### config.mk
export PLATFORM = sky130hd
export DESIGN_NAME = serial_subtractor
export DESIGN_NICKNAME = d
export VERILOG_FILES = /design/src/rtl/serial_subtractor_pkg.sv /design/src/rtl/full_subtractor_bit.sv /design/src/rtl/serial_subtractor.sv
export SDC_FILE = /design/constraint.sdc
export NUM_CORES = 1
export LEC_CHECK = 0
export ABC_AREA = 1
export BUFFER_PORTS_ARGS = -buffer_cell sky130_fd_sc_hd__buf_4
export CAP_MARGIN = 20
export CORE_MARGIN = 2
export CORE_UTILIZATION = 40
export DETAILED_ROUTE_END_ITERATION = 7
export PLACE_DENSITY = 0.72
export RECOVER_POWER = 50
export SYNTH_ARGS = -nofsm -noshare
export SYNTH_HDL_FRONTEND = slang
export SYNTH_SLANG_ARGS = --single-unit
### constraint.sdc
create_clock -name clk -period 1.31 [get_ports clk]
set_clock_uncertainty 0.15 [all_clocks]
set_input_delay 0.0655 -clock clk [delete_from_list [all_inputs] [get_ports clk]]
set_output_delay 0.0655 -clock clk [all_outputs]
set_load 0.02 [all_outputs]
### src/rtl/serial_subtractor_pkg.sv
// Shared types and helpers for the bit-serial subtractor.
// Optional feature macro used by the top: SERIAL_SUBTRACTOR_OVF_EN.
package serial_subtractor_pkg;

  // Control FSM states.
  typedef enum logic [1:0] {
    IDLE = 2'd0,
    RUN  = 2'd1,
    DONE = 2'd2
  } state_e;

  // Bit-counter width; a one-bit counter is the minimum even for tiny widths.
  function automatic int cnt_width(input int w);
    return (w > 1) ? $clog2(w) : 1;
  endfunction

endpackage : serial_subtractor_pkg

### src/rtl/full_subtractor_bit.sv
// Combinational one-bit full subtractor: d = x - y - bin, with borrow out.
module full_subtractor_bit (
  input  logic x,
  input  logic y,
  input  logic bin,
  output logic d,
  output logic bout
);

  // Difference bit and borrow generated when x is less than y + bin.
  always_comb begin
    d    = x ^ y ^ bin;
    bout = (~x & y) | (~(x ^ y) & bin);
  end

endmodule : full_subtractor_bit

### src/rtl/serial_subtractor.sv
// Bit-serial LSB-first subtractor: diff = a - b - bin over WIDTH cycles.
// One full-subtractor cell is reused every cycle with a registered borrow.
// Optional macro SERIAL_SUBTRACTOR_OVF_EN adds a signed-overflow output ovf.
module serial_subtractor
  import serial_subtractor_pkg::*;
#(
  parameter int WIDTH = 8
) (
  input  logic             clk,
  input  logic             rst,
  input  logic             start_valid,
  output logic             start_ready,
  input  logic [WIDTH-1:0] a,
  input  logic [WIDTH-1:0] b,
  input  logic             bin,
  output logic [WIDTH-1:0] diff,
  output logic             bout,
  output logic             done_valid,
  input  logic             done_ready
`ifdef SERIAL_SUBTRACTOR_OVF_EN
  ,
  output logic             ovf
`endif
);

  localparam int CNT_W = cnt_width(WIDTH);
  localparam logic [CNT_W-1:0] LAST_CNT = CNT_W'(WIDTH - 1);

  state_e state_q, state_d;

  logic [WIDTH-1:0] a_sh_q, a_sh_d;
  logic [WIDTH-1:0] b_sh_q, b_sh_d;
  logic [WIDTH-1:0] diff_sh_q, diff_sh_d;
  logic             borrow_q, borrow_d;
  logic [CNT_W-1:0] cnt_q, cnt_d;

  logic cell_d;
  logic cell_bout;
  logic accept;
  logic last_bit;
  logic release_result;

  assign accept         = (state_q == IDLE) && start_valid;
  assign last_bit       = (state_q == RUN) && (cnt_q == LAST_CNT);
  assign release_result = (state_q == DONE) && done_ready;

  // The single reused arithmetic cell, fed by the low bits of the shifters.
  full_subtractor_bit u_cell (
    .x    (a_sh_q[0]),
    .y    (b_sh_q[0]),
    .bin  (borrow_q),
    .d    (cell_d),
    .bout (cell_bout)
  );

  // State register.
  always_ff @(posedge clk) begin
    // NOTE: sequential state is updated with non-blocking assignments so every
    // register samples pre-edge values regardless of statement order.
    if (rst) state_q <= IDLE;
    else     state_q <= state_d;
  end

  // Next-state logic and handshake outputs.
  always_comb begin
    // NOTE: every output of this block gets a default first, so no path through
    // the case statement can leave a signal unassigned and infer a latch.
    state_d     = state_q;
    start_ready = 1'b0;
    done_valid  = 1'b0;
    unique case (state_q)
      IDLE: begin
        start_ready = 1'b1;
        if (start_valid) state_d = RUN;
      end
      RUN: begin
        if (cnt_q == LAST_CNT) state_d = DONE;
      end
      DONE: begin
        done_valid = 1'b1;
        if (done_ready) state_d = IDLE;
      end
      default: state_d = IDLE;
    endcase
  end

  // Datapath next values: load on accept, shift one bit per RUN cycle, else hold.
  always_comb begin
    a_sh_d    = a_sh_q;
    b_sh_d    = b_sh_q;
    diff_sh_d = diff_sh_q;
    borrow_d  = borrow_q;
    cnt_d     = cnt_q;
    if (accept) begin
      a_sh_d   = a;
      b_sh_d   = b;
      borrow_d = bin;
      cnt_d    = '0;
    end else if (state_q == RUN) begin
      a_sh_d    = {1'b0, a_sh_q[WIDTH-1:1]};
      b_sh_d    = {1'b0, b_sh_q[WIDTH-1:1]};
      diff_sh_d = {cell_d, diff_sh_q[WIDTH-1:1]};
      borrow_d  = cell_bout;
      cnt_d     = cnt_q + 1'b1;
    end
  end

  // Datapath registers.
  always_ff @(posedge clk) begin
    // NOTE: the shifters are plain flops, not a memory, so they are all reset;
    // a reset mid-operation must leave diff and bout at zero.
    if (rst) begin
      a_sh_q    <= '0;
      b_sh_q    <= '0;
      diff_sh_q <= '0;
      borrow_q  <= 1'b0;
      cnt_q     <= '0;
    end else begin
      a_sh_q    <= a_sh_d;
      b_sh_q    <= b_sh_d;
      diff_sh_q <= diff_sh_d;
      borrow_q  <= borrow_d;
      cnt_q     <= cnt_d;
    end
  end

  // After the last RUN cycle the borrow register holds the final borrow out.
  assign diff = diff_sh_q;
  assign bout = borrow_q;

`ifdef SERIAL_SUBTRACTOR_OVF_EN
  logic ovf_q, ovf_d;

  // Overflow = borrow into the MSB xor borrow out of it, taken on the MSB cycle.
  always_comb begin
    ovf_d = ovf_q;
    if (last_bit)            ovf_d = borrow_q ^ cell_bout;
    else if (release_result) ovf_d = 1'b0;
  end

  // Overflow flag register.
  always_ff @(posedge clk) begin
    if (rst) ovf_q <= 1'b0;
    else     ovf_q <= ovf_d;
  end

  assign ovf = ovf_q;
`else
  // Without the overflow output these decodes have no consumer.
  logic unused_ovf_decode;
  assign unused_ovf_decode = last_bit ^ release_result;
`endif

endmodule : serial_subtractor

# Word-level counts from Yosys, hierarchy flattened
# Cells that the tools add are included.
# totals
regBits,30
latchBits,0
ramBits,0
romBits,0
input_bits,21
out_inout_bits,11
word_cells,39
memories,0
# classes
n_addsub,1
multipliers,0
n_div,0
order_cmp,0
eq_ne,6
n_shift,0
mux,12
bitwise_logic,8
n_reduce_logical,6
# op_table
op,count
two-way mux 8 bit,4
two-way mux 2 bit,3
inequality test 2 bit (second input constant),3
one-hot mux 2 bit (3 select lines),1
two-way mux 1 bit,4
adder 3 x 1 -> 3 bit (second input constant),1
equality test 3 bit (second input constant),1
inverter 1 bit,3
AND reduction 3 bit,1
bitwise AND 1 bit,2
equality test 2 x 1 -> 1 bit (second input constant),1
equality test 2 bit (second input constant),1
logical NOT 2 bit,1
AND reduction 2 bit,1
nonzero test 2 bit,1
OR reduction 2 bit,1
bitwise XOR 1 bit,2
logical AND 1 bit,1
OR 1 bit,1

# Longest topological paths before layout
# depth
depth_word,6
depth_mapped,7

# Cells and area by module
# From an unflattened synthesis, not the netlist that was laid out.
# hier_totals
cells_unflattened,208
hier_area_um2,1433.9
# modules_own_cells
module,n_inst,cells_per_inst,area_each_um2,seq_area_each_um2
serial_subtractor,1,204,1402.6,600.6
full_subtractor_bit,1,4,31.3,0.0

# Worst setup path after synthesis
# OpenSTA, ideal clock, no wires.
# synth_timing
kind,flip-flop to flip-flop
startpoint,register borrow_q (netlist: bout)
endpoint,register diff_sh_q[7] (netlist: diff[7])
setup_time_ns,0.116
arrival_time_ns,1.123
required_ns,1.044
setup_slack_ns,-0.079
path_stages_with_launch,5
synth_period_minus_slack_ns,1.389
cell_sequence,dfxtp_1 inv_1 fa_1 o21ai_0 nor2_1
# synth_via
elab_chain_len,1
# synth_rtl
item,line_no,rtl
"start, declared",serial_subtractor.sv:34,"logic borrow_q, borrow_d;"
"start signal, assigned",serial_subtractor.sv:122,borrow_q <= borrow_d;
bitwise XOR 1 bit,full_subtractor_bit.sv:12,d = x ^ y ^ bin;
named net cell_d,serial_subtractor.sv:37,logic cell_d;
"end signal, assigned",serial_subtractor.sv:121,diff_sh_q <= diff_sh_d;
"end, declared",serial_subtractor.sv:33,"logic [WIDTH-1:0] diff_sh_q, diff_sh_d;"
# The timed path passes the listed nets, and every way through them passes these cells.
# A chain may end at the register's enable or synchronous reset.

# Worst setup path in the final report
# layout_timing
startpoint,register state_q[0]
endpoint,output port start_ready
# layout_via
elab_chain_len,2
# layout_rtl
item,line_no,rtl
"start, declared",serial_subtractor.sv:29,"state_e state_q, state_d;"
"start signal, assigned",serial_subtractor.sv:61,else state_q <= state_d;
logical NOT 2 bit,serial_subtractor.sv:71,unique case (state_q)
two-way mux 1 bit,serial_subtractor.sv:71,
"end, declared",serial_subtractor.sv:12,"output logic start_ready,"
# Every way passes these cells.

==> metrics.log <==
INFO  metric synth.most_common_cell = nand2_1
INFO  metric layout.filler_cells = 315
INFO  metric synth_top_area_frac = 0.433
INFO  metric cts-buffers-inserted = 5
INFO  metric critical_path.cell_chain = nor2_4 -> buf_6 -> buf_6
INFO  metric synth_seq_cells = 30
INFO  metric syn-instance-count = 205
INFO  metric yosys.cell_types.count = 20
INFO  metric average_wire_length_per_cell_after_detail_routing = 10.6 microns
INFO  metric numPlacedInstances = 281
INFO  metric synth_compound_gate_area_share = 0.0586
INFO  metric synthesized_area_fraction_occupied_by_adder_cells = 0.0325
INFO  metric fmax = 0.759 GHz
INFO  metric r2r_slack = 0.02 ns
INFO  metric drtIter0Drc = 59
INFO  metric critical_path.startpoint_type = flip-flop
INFO  metric htreeDepth = 2
INFO  metric cellPowerDensity = 1020 nW/um^2
INFO  metric synth.yosys.warnings = 0
INFO  metric number_of_enable_type_register_cells_in_the_synthesized_netlist = 0
INFO  metric routed_wirelength = 3330 microns
INFO  metric slew-limit-headroom = 0.816
INFO  metric min_path_type = input pin to flip-flop
INFO  metric antenna_diode_instance_count = 0
INFO  metric layout.cells.non_filler = 313
INFO  metric io_pins = 32
INFO  metric post_detailed_placement_half_perimeter_wirelength = 1920 microns
INFO  metric die_h = 62.9 microns
INFO  metric rsz0062_at_grt = true
INFO  metric grt_first_pass_wirelength = 5170 microns
INFO  metric design.final.nets = 290
INFO  metric violations_in_the_final_reports = setup timing
INFO  metric max_slew_violations = 0
INFO  metric cts.clk_slew.worst_paths = 0.11 ns
INFO  metric die_width = 62.9 microns
INFO  metric maximum_clock_path_buffer_count = 2
INFO  metric postLayoutCoreUtil = 0.607
INFO  metric fin_setup_tns = -0.00715 ns
INFO  metric critical_path_arrival = 1.10 ns
INFO  metric remaining_drc_errors = 0
INFO  metric detail_route.vias_per_cell = 4.47
INFO  metric grt.total_usage = 0.168
INFO  metric leakagePower = 1.04 nW
INFO  metric placement.io_buffers = 31
INFO  metric clock-root-buffer = clkbuf_4
INFO  metric synth_area_per_cell = 6.77 sq um
INFO  metric finalHoldViolations = 0
INFO  metric critical_path.n_buffers_inverters = 2
INFO  metric insertion_delay = 0.35 ns
INFO  metric yosys-mux-area-fraction = 0
INFO  metric grt_antenna_before_repair = 0
INFO  metric power.ir.vdd_worst = 0.453 mV
INFO  metric end_kind = output pin
INFO  metric core_area = 3340 sq um
INFO  metric critical_path.top_delay_family = flip-flops
INFO  metric post-route-cell-area = 2020 sq um
INFO  metric grt_start_max_net_pins = 20
INFO  metric post_dp_cell_area = 1700 sq um
INFO  metric firstDrtPassIters = 4
INFO  metric synthesis.area = 1390 sq um
INFO  metric place.gp.congestion = 0.736
INFO  metric synth_largest_area_cell = dfxtp_1
INFO  metric postLayoutSetupSlackWorst = -0.00715 ns
INFO  metric layout_worst_path_cycle_share = 1.01
INFO  metric dieArea = 3960 sq um
INFO  metric run_status = complete, but fails checks
INFO  metric tritoncts = yes
INFO  metric routed-via-count = 1,400
INFO  metric max_cap_viol_count = 0
INFO  metric synthesis.nets = 229
INFO  metric rows = 21
INFO  metric timing_worst_setup_path_type = flip-flop to output pin
INFO  metric final_count_of_negative_setup_slack_endpoints = 1
INFO  metric synthToLayoutAreaGrowth = 45.9%
INFO  metric post_route_cells_drive_above_1_share = 0.232
INFO  metric primary_ff_master_synth = dfxtp_1
INFO  metric postSynth.asyncResetShare = 0
INFO  metric initial_utilization = 0.416
INFO  metric worst-slew-pin-transition = 0.276 ns
INFO  metric yosys.area_share.simple = 0.356
INFO  metric critPathMaxStageDelay = 0.40 ns
INFO  metric ant_nets_after_route = 0
INFO  metric synth.top_cells.by_area = dfxtp_1 (43%), nand2_1 (16%), nor2_1 (13%), inv_1 (6.0%), nand3_1 (5.4%)
INFO  metric cts.sink_count = 30
INFO  metric dominant_combinational_cell_family_by_area_after_synthesis = simple AND/OR/NAND/NOR gates
INFO  metric synth.yosys.seq_area_share = 0.433
INFO  metric first_global_vias = 1,190
INFO  metric yosys-top-cells-count = nand2_1 (58), nor2_1 (49), dfxtp_1 (30), inv_1 (22), nand3_1 (15)
INFO  metric cp_data_required_time = 1.09 ns
INFO  metric global_route_congestion_overflow_total = 0
INFO  metric crit_path_frequent_cell = buf_6
INFO  metric cp_max_fo = 7
INFO  metric final.min_clock_period = 1.32 ns
INFO  metric slowest_stage = dfxtp_4
INFO  metric xor_xnor_share_of_the_synthesized_area = 0.00631
-- timing repair --
action                                  CTS  global route
endpoints found under the setup margin    3            21
pin swaps                                 1            10
hold endpoints to repair                 18             0
resized for setup                         8            16
buffers inserted                          1             4
hold buffers                             19             0
cloned                                    0             0
-- worst reg2reg max path, delay by kind of cell, from the launching register on --
kind            cells  cell delay [ns]
fa+ha+maj           1             0.56
flops               1             0.34
simple gates        1             0.10
compound gates      1             0.05
buf+inv             1             0.04
-- through the flow --
| stage | hold WS [ns] | setup slack, ns | total power [mW] |
|---|---|---|---|
| after floorplan | 0.0583 | 0.0210 | 1.27 |
| after global placement | 0.176 | 0.0284 | 1.41 |
| after detailed placement | 0.181 | 0.00605 | 1.41 |
| after CTS | 0.0120 | 0.00213 | 2.07 |
| after global routing | 0.0299 | -0.0537 | 2.18 |
| final | 0.0168 | -0.00715 | 2.07 |
-- registers in the layout, indices dropped and copies added, names as in the netlist --
| signal | flops |
|---|---|
| bout | 1 |
| b_sh_q | 8 |
| diff | 8 |
| state_q | 2 |
| cnt_q | 3 |
| a_sh_q | 8 |
-- report_power, final --
group,switching [mW],internal [mW]
Sequential,0.0398,0.971
Clock,0.347,0.257
Combinational,0.233,0.223
-- cells by family after synthesis --
kind of cell               after synthesis
and+or+nand+nor                        124
buffers and inverters                   32
DFF                                     30
AOI/OAI and AO/OA                       15
adders and majority gates                3
xor gates and xnor gates                 1
-- routing by layer --
metal  vias to the layer above  track usage  wire, microns
met5                         -            0              0
met4                         0        0.103             70
met3                         8       0.0378            148
met2                        36        0.269           1620
met1                       616        0.203           1490
li1                        740            -              -
-- path summary, 6_finish.rpt --
check	startpoint	endpoint	depth (start not counted)
hold reg to reg	b_sh_q[7]	b_sh_q[7]	2
setup / recovery	state_q[0]	start_ready	3
hold / removal	start_valid	b_sh_q[7]	5
setup reg to reg	b_sh_q[0]	diff[7]	4
-- placed cells by master (no fill, tap or decap), types with 2 or more instances in the layout --
cell type | synthesis | layout
nor2_1 | 49 | 47
nand3_1 | 15 | 12
buf_4 | 1 | 29
nand2_1 | 58 | 56
dfxtp_4 | 0 | 2
dlygate4sd3_1 | 0 | 19
nand3_2 | 0 | 3
ha_1 | 2 | 2
nor2_4 | 1 | 2
inv_2 | 1 | 3
clkbuf_1 | 1 | 8
buf_12 | 0 | 2
dfxtp_1 | 30 | 27
clkbuf_4 | 0 | 5
nand2_2 | 0 | 2
o21ai_0 | 8 | 7
inv_1 | 22 | 20
a21oi_1 | 5 | 5
buf_6 | 4 | 5
nor2_2 | 1 | 2
-- layout make-up --
class | instances | area, sq um | share of cell area
Multi-Input combinational cell | 143 | 673 | 0.333
Sequential cell | 30 | 609 | 0.301
Timing Repair Buffer | 63 | 534 | 0.264
Inverter | 23 | 86.3 | 0.0426
Tap cell | 46 | 57.6 | 0.0284
Clock buffer | 6 | 51.3 | 0.0253
Clock inverter | 2 | 12.5 | 0.00618
Power figures use the tool's default switching activity.
